## src/rtl/uart_rx_oversampled_if.sv

```systemverilog
// rtl/uart_rx_oversampled_if.sv - serial line and receive-side outputs of the oversampled UART receiver
//
// Purpose: bundles the asynchronous rx line with the byte/strobe outputs.
// Signals:
//   rx           serial line, idle high, asynchronous to clk
//   rx_byte      last correctly framed byte
//   received     one-cycle strobe, rx_byte updated
//   recv_error   one-cycle strobe, stop bit sampled low
//   is_receiving high while a frame is in progress
// Modports: master drives the line and observes outputs; slave is the receiver.
`timescale 1ns/1ps
interface uart_rx_oversampled_if;
  logic       rx;
  logic [7:0] rx_byte;
  logic       received;
  logic       recv_error;
  logic       is_receiving;

  modport master (
    output rx,
    input  rx_byte, received, recv_error, is_receiving
  );

  modport slave (
    input  rx,
    output rx_byte, received, recv_error, is_receiving
  );
endinterface

```

## src/rtl/uart_rx_oversampled.sv

```systemverilog
// rtl/uart_rx_oversampled.sv - 8N1 UART receiver with start-edge re-centring and 3-sample majority vote
//
// Purpose: recovers 8N1 bytes from an asynchronous line, flags framing errors.
// Ports:
//   clk  system clock, rising edge
//   rst  asynchronous active-high reset
//   bus  uart_rx_oversampled_if.slave (rx in; rx_byte, received, recv_error,
//        is_receiving out)
// Parameters: CLOCKFRQ (Hz), BAUDRATE (baud); CLOCKFRQ/BAUDRATE must be >= 4.
`timescale 1ns/1ps
module uart_rx_oversampled #(
  parameter int CLOCKFRQ = 12000000,
  parameter int BAUDRATE = 1000000
) (
  input logic                   clk,
  input logic                   rst,
  uart_rx_oversampled_if.slave  bus
);

  localparam int DIV = CLOCKFRQ / BAUDRATE;
  localparam int H   = DIV / 2;
  localparam int CW  = $clog2(10 * DIV + 1);

  generate
    if (DIV < 4) begin : g_bad_div
      $error("uart_rx_oversampled: CLOCKFRQ/BAUDRATE must be at least 4");
    end
  endgenerate

  // cnt_q is the number of cycles since the detection cycle t0 (t0 itself is
  // 0, so the first START cycle carries 1). The sample flops capture rxs in
  // the cycles with offset H-2..H inside a bit, so the three samples are
  // held at offsets H-1..H+1 and the vote is taken at offset H+1.
  localparam logic [CW-1:0] SMP_FIRST = CW'(H - 2);
  localparam logic [CW-1:0] SMP_LAST  = CW'(H);
  localparam logic [CW-1:0] DECIDE    = CW'(H + 1);
  localparam logic [CW-1:0] BIT_LEN   = CW'(DIV);

  typedef enum logic [1:0] {IDLE, START, DATA, STOP} state_t;

  state_t          state_q, state_d;
  logic [1:0]      sync_q;
  logic [CW-1:0]   cnt_q, cnt_d;
  logic [CW-1:0]   base_q, base_d;   // k*DIV for the bit currently being sampled
  logic [3:0]      bit_q, bit_d;
  logic [2:0]      smp_q, smp_d;
  logic [7:0]      shift_q, shift_d;
  logic [7:0]      rx_byte_q, rx_byte_d;
  logic            received_q, received_d;
  logic            recv_error_q, recv_error_d;
  logic            armed_q, armed_d;

  logic            rxs;
  logic [CW-1:0]   off;
  logic            maj;

  assign rxs = sync_q[1];
  assign off = cnt_q - base_q;
  assign maj = (smp_q[0] & smp_q[1]) | (smp_q[0] & smp_q[2]) | (smp_q[1] & smp_q[2]);

  always_ff @(posedge clk or posedge rst) begin
    if (rst) begin
      sync_q       <= 2'b11;
      state_q      <= IDLE;
      cnt_q        <= '0;
      base_q       <= '0;
      bit_q        <= 4'd0;
      smp_q        <= 3'b111;
      shift_q      <= 8'h00;
      rx_byte_q    <= 8'h00;
      received_q   <= 1'b0;
      recv_error_q <= 1'b0;
      armed_q      <= 1'b0;
    end else begin
      sync_q       <= {sync_q[0], bus.rx};
      state_q      <= state_d;
      cnt_q        <= cnt_d;
      base_q       <= base_d;
      bit_q        <= bit_d;
      smp_q        <= smp_d;
      shift_q      <= shift_d;
      rx_byte_q    <= rx_byte_d;
      received_q   <= received_d;
      recv_error_q <= recv_error_d;
      armed_q      <= armed_d;
    end
  end

  always_comb begin
    state_d      = state_q;
    cnt_d        = cnt_q + CW'(1);
    base_d       = base_q;
    bit_d        = bit_q;
    smp_d        = smp_q;
    shift_d      = shift_q;
    rx_byte_d    = rx_byte_q;
    received_d   = 1'b0;
    recv_error_d = 1'b0;
    armed_d      = armed_q;

    if (state_q != IDLE && off >= SMP_FIRST && off <= SMP_LAST) begin
      smp_d = {smp_q[1:0], rxs};
    end

    case (state_q)
      IDLE: begin
        cnt_d  = '0;
        base_d = '0;
        bit_d  = 4'd0;
        if (rxs) begin
          armed_d = 1'b1;
        end else if (armed_q) begin
          state_d = START;
          cnt_d   = CW'(1);
          armed_d = 1'b0;
        end
      end
      START: begin
        if (off == DECIDE) begin
          if (maj) begin
            state_d = IDLE;
          end else begin
            state_d = DATA;
            base_d  = base_q + BIT_LEN;
            bit_d   = 4'd1;
          end
        end
      end
      DATA: begin
        if (off == DECIDE) begin
          shift_d = {maj, shift_q[7:1]};
          base_d  = base_q + BIT_LEN;
          bit_d   = bit_q + 4'd1;
          if (bit_q == 4'd8) begin
            state_d = STOP;
          end
        end
      end
      STOP: begin
        if (off == DECIDE) begin
          state_d = IDLE;
          if (maj) begin
            rx_byte_d  = shift_q;
            received_d = 1'b1;
            // The stop bit just voted high, so a start edge in the very next
            // cycle must be caught: stay armed.
            armed_d    = 1'b1;
          end else begin
            recv_error_d = 1'b1;
            // Line may be held low (break): wait for it to go high first.
            armed_d      = 1'b0;
          end
        end
      end
      default: state_d = IDLE;
    endcase
  end

  assign bus.rx_byte      = rx_byte_q;
  assign bus.received     = received_q;
  assign bus.recv_error   = recv_error_q;
  assign bus.is_receiving = (state_q != IDLE);

endmodule

```

## src/flat_wrapper.sv

```systemverilog
// flat-port wrapper written by rule: the top's interface ports become plain ports
module uart_rx_oversampled_flat 
#(
  parameter int CLOCKFRQ = 12000000,
  parameter int BAUDRATE = 1000000
)
  (clk, rst, bus_rx, bus_rx_byte, bus_received, bus_recv_error, bus_is_receiving);
  uart_rx_oversampled_if bus_i ();
  input logic clk;
  input logic rst;
  input wire logic [$bits(bus_i.rx)-1:0] bus_rx;
  output wire logic [$bits(bus_i.rx_byte)-1:0] bus_rx_byte;
  output wire logic [$bits(bus_i.received)-1:0] bus_received;
  output wire logic [$bits(bus_i.recv_error)-1:0] bus_recv_error;
  output wire logic [$bits(bus_i.is_receiving)-1:0] bus_is_receiving;
  assign bus_i.rx = bus_rx;
  assign bus_rx_byte = bus_i.rx_byte;
  assign bus_received = bus_i.received;
  assign bus_recv_error = bus_i.recv_error;
  assign bus_is_receiving = bus_i.is_receiving;
  uart_rx_oversampled #(.CLOCKFRQ(CLOCKFRQ), .BAUDRATE(BAUDRATE)) u_core (.clk(clk), .rst(rst), .bus(bus_i));
endmodule
```

## config.mk

```make
export PLATFORM = sky130hd
export DESIGN_NAME = uart_rx_oversampled_flat
export DESIGN_NICKNAME = d
export VERILOG_FILES = /design/src/rtl/uart_rx_oversampled_if.sv /design/src/rtl/uart_rx_oversampled.sv /design/src/flat_wrapper.sv
export SDC_FILE = /design/constraint.sdc
export NUM_CORES = 1
export LEC_CHECK = 0
export BUFFER_PORTS_ARGS = -buffer_cell sky130_fd_sc_hd__buf_2
export CORE_MARGIN = 10
export CORE_UTILIZATION = 30
export DETAILED_ROUTE_END_ITERATION = 16
export GPL_TIMING_DRIVEN = 0
export SYNTH_ARGS = -nofsm -noshare
export SYNTH_HDL_FRONTEND = slang
export SYNTH_SLANG_ARGS = --single-unit
export TNS_END_PERCENT = 5
```

## constraint.sdc

```tcl
create_clock -name clk -period 4 [get_ports clk]
set_input_delay 0.4 -clock clk [delete_from_list [all_inputs] [get_ports clk]]
set_output_delay 0.4 -clock clk [all_outputs]
set_load 0.05 [all_outputs]
```

==> results.cfg <==
[run_status]
status = finished clean

[critical_path]
arrival_ps = 2840
worstPathRequired_ps = 4170
path_cells = inv_1 -> ha_1 -> and2_1 -> o21a_1 -> a31o_2 -> nor4_4 -> and3_1 -> buf_6 -> mux2_1
crit_type = reg -> reg
cp-start-kind = flip-flop
end_kind = flip-flop
crit_path_top_delay_cell = nor4_4
critPathMaxFanout = 10
worst-path-buf-inv = 2
critPathTopFamily = simple AND/OR/NAND/NOR gates
slowest_delay_ps = 430
worst-path-stages = 9
ff2ff_path_depth = 9

[cts]
cts_tree = done
root_buffer = clkbuf_8
cts_setup_buffers = 0
ctsHoldBuffers = 0
cts.clk_slew.worst_paths_ps = 80
htreeDepth = 2
cts.repair.resized = 0
ctsLongestPathBuffers = 2
cts_sinks = 42
cts_buffers = 5
insertion_delay_ps = 290

[floorplanning]
fp.dieW_um = 106
num_rows = 31
core_sq_um = 7210
io_pins = 14
start_util_pct = 30.6
die_h_um = 106
fp.dieArea_sq_um = 11200

[yosys]
synth-edff-count = 0
ys_warn_count = 0
synth_area_sq_um = 2210
async_flop_share_pct = 100
syn_inst = 197
synth_largest_area_cell = dfrtp_1
ys_ff_latch = 42
yosysSeqAreaShare_pct = 47.9
synth_area_leaders = dfrtp_1 (42%), ha_1 (8.5%), dfstp_2 (6.0%), mux2_2 (5.6%), mux2_1 (4.1%)
synth_flop_cell = dfrtp_1
avgSynthCellArea_sq_um = 11.2
ys_types = 45
syn_nets = 215
synth_top_area_share_pct = 42.0

[timing]
hold_viol = 0
period_needed_ps = 2660
setup_viol = 0
finalCritPeriodShare_pct = 66.6
worst_pin_slew_ps = 860
slew_viol_final = 0
fmax_ghz = 0.375
rsz0062_at_grt = false
relSlewSlack_pct = 42.6
setup-tns-final_ps = 0
finClkSkew_ps = 7.99

[power_and_ir_drop]
power_mw = 1.63
pwr_density_cell_nw_per_um2 = 645
peakVddDrop_v = 0.000267
p_sw_share_pct = 38.1
clockPowerShare_pct = 24.6
power_frac_comb_pct = 40.9
intPower_mw = 1.01
p_leak_nw = 1.21
seqPwrFrac_pct = 34.5
p_switching_mw = 0.622

[routing]
routed_wl_um = 4050
vias = 1507
viasPerCell = 4.75
detail_route.iter0.violations = 35
postRouteAntennaNets = 0
drcViolationCount = 0
avgRoutedWirePerCell_um = 12.8
first_pass_iters = 4

[global_routing]
grt-ovfl-total = 0
grt_pass1_wl_um = 7190
antenna_found_initial = 0
grt_max_degree = 43
grt_pass1_vias = 1540
gr-usage-all-layers_pct = 7.68

[hold_path]
whs_path_depth = 1
hp-class = in -> reg

[cells_and_area]
fin_area_sq_um = 2530
mostFrequentLayoutCell = dfrtp_1
ff_latch_area_sq_um = 1060
layout-drive-gt1-share_pct = 21.1
fillers = 760
antennaDiodeCount = 0
fin_cells = 317
area_growth_pct = 14.8
finalNetCount = 235
mostFrequentLayoutCells = dfrtp_1 (37), ha_1 (15), buf_2 (14), nor2_1 (13), inv_1 (13)
multiInputGateArea_sq_um = 1070
fin_util_pct = 35.1

[flow_run]
cap_viol_max_count = 0

[placed_design]
routabilityCongestion = 0.799
numPortBuffers = 13
hpwl_um = 2990
place_inst = 309
place_area_sq_um = 2390
routing by layer:
metal	part of all wire, %	up-vias	GRT usage, %
met5	0	-	0
met4	1.1	0	2.90
met3	3.8	6	2.56
met2	48	18	12.1
met1	47	748	9.47
li1	-	735	-
worst reg2reg max path, cell delays in order (launching register included):
cell and delay, ps:
dfrtp_1 380, inv_1 70, ha_1 360, and2_1 180, o21a_1 160, a31o_2 240
nor4_4 440, and3_1 240, buf_6 160, mux2_1 330
final cells by class:
class,instances,area share (%)
Clock buffer,5,2.72
Multi-Input combinational cell,136,42.2
Clock inverter,3,2.72
Sequential cell,42,41.7
Inverter,14,2.08
Buffer,5,1.09
Timing Repair Buffer,13,2.57
Tap cell,99,4.89
cell families after synthesis:
| kind of cell | synth area share, % |
|---|---|
| and+or+nand+nor | 13.6 |
| other | 0.340 |
| DFF | 47.9 |
| xor gates and xnor gates | 2.78 |
| muxes | 11.5 |
| adders and majority gates | 8.96 |
| buffers and inverters | 3.63 |
| AOI/OAI and AO/OA | 11.2 |
worst paths after layout:
kind	to	from	slack [ps]
max	u_core.bus.rx_byte[7]	u_core.base_q[5]	1340
min	u_core.sync_q[0]	bus_rx	200
max reg2reg	u_core.bus.rx_byte[7]	u_core.base_q[5]	1340
min reg2reg	u_core.sync_q[1]	u_core.sync_q[0]	360
max in group asynchronous	u_core.shift_q[5]	rst	3190
min in group asynchronous	u_core.cnt_q[0]	rst	280
state kept, by name, indices dropped and copies added (netlist names):
name                   cells
u_core.armed_q             1
u_core.base_q              5
u_core.bit_q               4
u_core.bus.received        1
u_core.bus.recv_error      1
u_core.bus.rx_byte         8
u_core.cnt_q               7
u_core.shift_q             8
u_core.smp_q               3
u_core.state_q             2
u_core.sync_q              2
synthesized netlist by cell type, drive strengths merged (3+ instances only):
| cell | n |
|---|---|
| mux2 | 19 |
| nor3 | 3 |
| clkbuf | 3 |
| nand2b | 4 |
| nor4 | 3 |
| mux2i | 4 |
| o21ai | 9 |
| inv | 14 |
| dfrtp | 37 |
| nand2 | 8 |
| xor2 | 6 |
| a21oi | 7 |
| nor2 | 13 |
| o2bb2ai | 4 |
| dfstp | 5 |
| and2 | 5 |
| ha | 15 |
| nand3 | 8 |
power groups by stage:
stage | combinational [mW] | sequential, mW | clock (mW)
floorplan | 0.537 | 0.555 | 0
global placement | 0.653 | 0.570 | 0
detailed placement | 0.673 | 0.573 | 0
CTS | 0.676 | 0.565 | 0.412
global route | 0.750 | 0.576 | 0.433
finish | 0.667 | 0.564 | 0.402
per-stage QoR:
step	hold WS (ps)	setup WS [ps]
after floorplan	345	1590
after global placement	346	1410
after detailed placement	351	1340
after CTS	189	1330
after global routing	179	1200
final	202	1340
(Power assumes the default switching activity.)
